<file path="src/rtl/regfile_pkg.sv">
// Shared types and constants for the register-file write-back path.
// Widths match the 32-entry MIPS register file.
// Register 0 is hard-wired to zero, so writes to it are suppressed.
package regfile_pkg;

  localparam int REG_COUNT = 32;
  localparam int AW        = 5;
  localparam int DW        = 32;

  localparam logic [AW-1:0] ZERO_REG = 5'd0;

  // One buffered write-back: destination register plus result.
  typedef struct packed {
    logic [AW-1:0] addr;
    logic [DW-1:0] data;
  } wb_entry_t;

endpackage

</file>
<file path="src/rtl/wb_result_fifo.sv">
// Purpose: small circular buffer for mult/div write-back entries.
// Latency: an entry pushed at edge E is visible at the head after E.
// Backpressure: a push while full and a pop while empty are ignored; the caller gates both with full/empty.
module wb_result_fifo
  import regfile_pkg::*;
#(
  parameter  int DEPTH = 4,
  localparam int PW    = $clog2(DEPTH),
  localparam int CW    = $clog2(DEPTH + 1)
) (
  input  logic            clock,
  input  logic            reset,
  input  logic            push,
  input  wb_entry_t       push_entry,
  input  logic            pop,
  output wb_entry_t       head,
  output logic [CW-1:0]   count,
  output logic            full,
  output logic            empty
);

  wb_entry_t     mem [DEPTH];
  logic [PW-1:0] wr_ptr;
  logic [PW-1:0] rd_ptr;
  logic          do_push;
  logic          do_pop;

  assign full    = (count == CW'(DEPTH));
  assign empty   = (count == '0);
  assign do_push = push & ~full;
  assign do_pop  = pop & ~empty;
  assign head    = mem[rd_ptr];

  // Entry storage; contents need no reset because count gates every read.
  always_ff @(posedge clock) begin
    if (do_push) begin
      mem[wr_ptr] <= push_entry;
    end
  end

  // Pointers wrap naturally because DEPTH is a power of two.
  always_ff @(posedge clock) begin
    if (!reset) begin
      wr_ptr <= '0;
      rd_ptr <= '0;
      count  <= '0;
    end else begin
      if (do_push) begin
        wr_ptr <= wr_ptr + 1'b1;
      end
      if (do_pop) begin
        rd_ptr <= rd_ptr + 1'b1;
      end
      case ({do_push, do_pop})
        2'b10:   count <= count + 1'b1;
        2'b01:   count <= count - 1'b1;
        default: count <= count;
      endcase
    end
  end

endmodule

</file>
<file path="src/rtl/regfile_write_arbiter.sv">
// Purpose: owns the register-file write port; merges ALU results (priority) with buffered mult/div results and tracks pending long-latency writes.
// Latency: ALU 1 edge; mult/div 2 edges through the FIFO, or 1 edge when built with WB_BYPASS_EN and the FIFO is empty.
// Backpressure: ALU is never stalled; mult/div uses md_valid/md_ready, where ready = FIFO not full (current state only).
module regfile_write_arbiter
  import regfile_pkg::*;
#(
  parameter  int DEPTH = 4,
  parameter  int AW    = regfile_pkg::AW,
  parameter  int DW    = regfile_pkg::DW,
  localparam int CW    = $clog2(DEPTH + 1)
) (
  input  logic                 clock,
  input  logic                 reset,
  input  logic                 alu_valid,
  input  logic [AW-1:0]        alu_addr,
  input  logic [DW-1:0]        alu_data,
  input  logic                 md_valid,
  output logic                 md_ready,
  input  logic [AW-1:0]        md_addr,
  input  logic [DW-1:0]        md_data,
  input  logic                 issue_valid,
  input  logic [AW-1:0]        issue_addr,
  output logic [REG_COUNT-1:0] pending_mask,
  output logic [CW-1:0]        fifo_count,
  output logic                 write_en,
  output logic [AW-1:0]        write_addr,
  output logic [DW-1:0]        write_data
);

  wb_entry_t            head;
  wb_entry_t            md_entry;
  logic                 fifo_full;
  logic                 fifo_empty;
  logic                 md_accept;
  logic                 bypass;
  logic                 push;
  logic                 pop;
  logic                 sel_load;
  logic [AW-1:0]        sel_addr;
  logic [DW-1:0]        sel_data;
  logic [REG_COUNT-1:0] set_mask;
  logic [REG_COUNT-1:0] clr_mask;

  // Ready is held low during reset so nothing is accepted into a clearing FIFO.
  assign md_ready  = reset & ~fifo_full;
  assign md_accept = md_valid & md_ready;
  assign md_entry  = '{addr: md_addr, data: md_data};

`ifdef WB_BYPASS_EN
  // An idle port with an empty FIFO lets a fresh result skip the buffer.
  assign bypass = md_accept & fifo_empty & ~alu_valid;
`else
  assign bypass = 1'b0;
`endif

  assign push = md_accept & ~bypass;
  assign pop  = ~alu_valid & ~fifo_empty;

  wb_result_fifo #(
    .DEPTH (DEPTH)
  ) u_fifo (
    .clock      (clock),
    .reset      (reset),
    .push       (push),
    .push_entry (md_entry),
    .pop        (pop),
    .head       (head),
    .count      (fifo_count),
    .full       (fifo_full),
    .empty      (fifo_empty)
  );

  // Pick this edge's write source: ALU first, then FIFO head, then bypass.
  always_comb begin
    sel_load = 1'b0;
    sel_addr = alu_addr;
    sel_data = alu_data;
    if (alu_valid) begin
      sel_load = 1'b1;
    end else if (pop) begin
      sel_load = 1'b1;
      sel_addr = head.addr;
      sel_data = head.data;
    end else if (bypass) begin
      sel_load = 1'b1;
      sel_addr = md_addr;
      sel_data = md_data;
    end
  end

  // Registered write port; address/data hold when idle, register 0 never enables.
  always_ff @(posedge clock) begin
    if (!reset) begin
      write_en   <= 1'b0;
      write_addr <= '0;
      write_data <= '0;
    end else if (sel_load) begin
      write_en   <= (sel_addr != ZERO_REG);
      write_addr <= sel_addr;
      write_data <= sel_data;
    end else begin
      write_en   <= 1'b0;
    end
  end

  // Scoreboard set/clear requests; only mult/div writes clear bits.
  always_comb begin
    set_mask = '0;
    clr_mask = '0;
    if (pop) begin
      clr_mask[head.addr] = 1'b1;
    end else if (bypass) begin
      clr_mask[md_addr] = 1'b1;
    end
    if (issue_valid && (issue_addr != ZERO_REG)) begin
      set_mask[issue_addr] = 1'b1;
    end
  end

  // Pending-write scoreboard; a same-edge set overrides the clear.
  always_ff @(posedge clock) begin
    if (!reset) begin
      pending_mask <= '0;
    end else begin
      pending_mask <= (pending_mask & ~clr_mask) | set_mask;
    end
  end

endmodule
</file>
<file path="config.mk">
export PLATFORM = sky130hd
export DESIGN_NAME = regfile_write_arbiter
export DESIGN_NICKNAME = d
export VERILOG_FILES = /design/src/rtl/regfile_pkg.sv /design/src/rtl/wb_result_fifo.sv /design/src/rtl/regfile_write_arbiter.sv
export SDC_FILE = /design/constraint.sdc
export NUM_CORES = 1
export LEC_CHECK = 0
export CAP_MARGIN = 20
export CORE_AREA = 2 2 164 166
export CTS_CLUSTER_DIAMETER = 150
export DETAILED_ROUTE_END_ITERATION = 10
export DIE_AREA = 0 0 166 168
export GPL_TIMING_DRIVEN = 0
export HOLD_SLACK_MARGIN = 0.1
export PLACE_DENSITY = 0.7
export SETUP_SLACK_MARGIN = 0.3
export SYNTH_ARGS = -nofsm -noshare
export SYNTH_HDL_FRONTEND = slang
export SYNTH_SLANG_ARGS = --single-unit
</file>
<file path="constraint.sdc">
create_clock -name clock -period 2.57 [get_ports clock]
set_clock_uncertainty 0.05 [all_clocks]
set_input_delay 0.3855 -clock clock [delete_from_list [all_inputs] [get_ports clock]]
set_output_delay 0.3855 -clock clock [all_outputs]
set_load 0.03 [all_outputs]
</file>
==> summary.txt <==
CP bufs+invs - 3
Critical path's slowest cell - or3b_4
Filler cells - 2336
Largest net degree at the start of global routing - 27
Mapped Nets - 725
Routed Antenna Nets - 0
Gr usage total - 16.0%
Ports - 158
Vias in the first global route - 6068
Crit-path max cell delay - 390 ps
Critical Path AT - 2640 ps
CTS sink cnt - 227
Setup WS pre-CTS - -939 ps
Layout cells sized above 1 - 14.3%
Status - finished clean
RSZ-0062 raised after global routing - yes
GRT met2 Usage - 26.0%
Final wirelength - 23.0 mm
Top delay family on crit path - simple AND/OR/NAND/NOR gates
Crit share post-route - 87.9%
DRC viols - 0
CTS tree - done
Area Overhead vs Synth - 33.9%
M1 GR Usage - 22.0%
TritonCTS Buffers - 25
Clock transition at the registers of the reported paths - 60 ps
Worst Hold Slack - 397 ps
DR pass1 iterations - 7
Vias per inst - 5.15
Top Usage Layer GRT - met2
CTS Hold Bufs - 0
Unique masters post-synth - 43
Fin util - 45.5%
Required time of the worst setup path - 2950 ps
Cell Area, Synth - 0.00896 mm^2
Final Slew Violations - 0
Storage cell area - 0.00604 mm^2
Std-Cell Rows - 60
Routability cong. - 0.810
Routing usage on met3 - 3.39%
Root buffer cell - clkbuf_16
Die footprint - 0.0279 mm^2
Element type at the critical path start - flop
Initial DRC count - 496
Syn_area_per_cell - 14.1 um^2
Register area share after synthesis - 67.2%
Slew HR - 37.2%
Starting density of the core - 34.0%
Multi-input logic area - 0.00270 mm^2
Final hold violation count - 0
# setup viols final - 0
Maximum vdd drop - 0.467 mV
Worst Max-Slew Pin Slew - 928 ps
PwrDens - 885 mW/mm^2
First-pass GRT wire length - 34.9 mm
CP Capture Type - flop
Cell breakdown of the critical path - or3b_4 > and3_4 > clkbuf_8 > inv_2 > ha_4 > inv_1 > fa_2 > xor2_1 > or3_1 > a21oi_1
Setup ws final - 310 ps
CTS max path bufs - 3
Global route total overflow - 0
Tmin final - 2260 ps
CP max FO - 2
Clk Latency, worst-skew pair - 520 ps
Port Buf Inserts - 157
Antenna violations before repair - 2
Placed insts - 1137
CTS H-Tree Depth - 1
Die width - 166 um
Wirelength per Cell - 19.3 um
Seq cells post-synth - 227
Placeable Area - 0.0264 mm^2
Post-detail-place hpwl - 15.5 mm
Hold/Removal Path Class - flop to flop
Die H - 168 um
Total Nets Final - 920
Achievable clock frequency - 442 MHz
Leak pwr - 3.91 nW
Mapped Cells - 635
Non-Filler Instances - 1191
YS warnings - 0
Vias - 6138
Crit Path Class - flop to flop
Maximum capacitance violations - 0
power by group:
part	switching, mW	leakage, nW	total (mW)	internal, mW
clock network	1.41	0.390	3.53	2.12
registers	0.106	1.99	4.26	4.15
logic	1.71	1.53	2.82	1.12
total	3.22	3.91	10.6	7.39
sequential cells by signal (all words and copies together) (netlist names), named ones only:
name / flops
u_fifo.wr_ptr: 2
pending_mask: 32
write_addr: 5
u_fifo.count: 3
u_fifo.rd_ptr: 2
u_fifo.mem: 148
write_en: 1
write_data: 32
cells by family after synthesis:
| family | after synthesis | share of synthesized area, % |
|---|---|---|
| flops | 227 | 67.2 |
| buf+inv | 65 | 3.02 |
| xor+xnor | 2 | 0.195 |
| mux | 38 | 9.41 |
| simple gates | 96 | 6.06 |
| compound gates | 201 | 13.2 |
| fa+ha+maj | 6 | 0.921 |
worst paths after layout:
kind	startpoint	endpoint	slack, ps	cells after the start
max reg2reg	u_fifo.count[1]	u_fifo.count[2]	310	10
max	u_fifo.count[1]	u_fifo.count[2]	310	10
min	pending_mask[0]	pending_mask[0]	400	2
min reg2reg	pending_mask[0]	pending_mask[0]	400	2
worst reg2reg max path: cells and delay by family, from the launching register on:
family / cells / cell delay, ps
flops: 1 / 340
compound gates: 1 / 120
xor+xnor: 1 / 150
simple gates: 3 / 860
buf+inv: 3 / 240
fa+ha+maj: 2 / 450
timing repair:
action | 4_1_cts | 5_1_grt
pin swaps | 2 | 0
buffers inserted | 7 | 0
cloned | 0 | 0
gates resized for setup | 19 | 1
endpoints found under the setup margin | 4 | 2
cell usage after synthesis:
cell	n	area, um^2
edfxtp_1	148	4440
a21oi_1	97	485
dfxtp_1	79	1580
nand2_1	55	206
o21ai_0	39	195
mux4_2	37	833
clkbuf_1	32	120
a22oi_1	31	233
a31oi_1	15	93.8
a41oi_1	15	131
buf_1	12	45.0
inv_1	10	37.5
buf_2	9	45.0
and2_1	5	31.3
ha_1	5	62.6
nor2_1	5	18.8
and4b_1	3	30.0
nor3_1	3	15.0
nor4bb_1	3	30.0
and3_1	2	12.5
and3b_1	2	17.5
buf_6	2	22.5
nor2b_1	2	12.5
nor3b_1	2	15.0
nor4b_4	2	47.6
or3_1	2	12.5
xor2_1	2	17.5
a221o_1	1	10.0
a31o_2	1	8.76
a41oi_2	1	16.3
and2_0	1	6.26
and4_1	1	8.76
and4_4	1	11.3
fa_1	1	20.0
mux2i_1	1	10.0
nand3_1	1	5.00
nand4_1	1	6.26
nor3_2	1	10.0
nor4_4	1	21.3
nor4b_1	1	8.76
o31ai_1	1	7.51
or3b_2	1	8.76
or4_1	1	7.51
layout by cell type, fill, tap and decap left out, types with 2 or more instances in the layout:
cell type,Yosys,routed
clkinv_1,0,2
buf_1,12,11
nand2_1,55,55
a21oi_1,97,97
buf_6,2,2
edfxtp_1,148,148
clkinv_2,0,3
and4b_1,3,3
nor3b_1,2,2
and3b_1,2,2
buf_2,9,11
buf_4,0,7
dfxtp_4,0,3
diode_2,0,2
mux4_2,37,37
nor2b_1,2,2
bufinv_16,0,3
clkbuf_8,0,4
o21ai_0,39,39
clkbuf_16,0,25
or3_1,2,2
dfxtp_1,79,76
nor3_1,3,3
clkinvlp_4,0,2
a31oi_1,15,15
a22oi_1,31,31
nor4b_4,2,2
nor4bb_1,3,3
inv_1,10,9
a41oi_1,15,15
ha_1,5,4
clkdlybuf4s50_1,0,156
and2_2,0,4
xor2_1,2,2
nor2_1,5,4
clkbuf_1,32,35
buf_12,0,3
per-layer routing:
layer | vias up | routed length, um | part of all wire, %
li1 | 2861 | - | -
met1 | 2990 | 10100 | 44
met2 | 250 | 10800 | 47
met3 | 35 | 1590 | 6.9
met4 | 2 | 508 | 2.2
met5 | - | 13 | 0.057
metrics by stage:
stage | setup TNS [ps] | area [um^2] | power, mW
CTS | 0 | 12000 | 10.7
finish | 0 | 12000 | 10.6
detailed placement | -3260 | 11100 | 7.10
global route | 0 | 12000 | 11.1
floorplan | 0 | 8980 | 6.05
global placement | -124090 | 11000 | 7.05
final cells by class:
cell class / count / area share (%)
sequential: 227 / 50.3
multi-input combinational: 343 / 22.5
clock buffer: 33 / 5.55
clock inverter: 12 / 1.21
antenna: 2 / 0.0417
timing repair buffer: 168 / 14.3
buffer: 55 / 2.21
inverter: 10 / 0.313
tap: 341 / 3.56
Note: power is estimated with default switching activity, not from simulation.
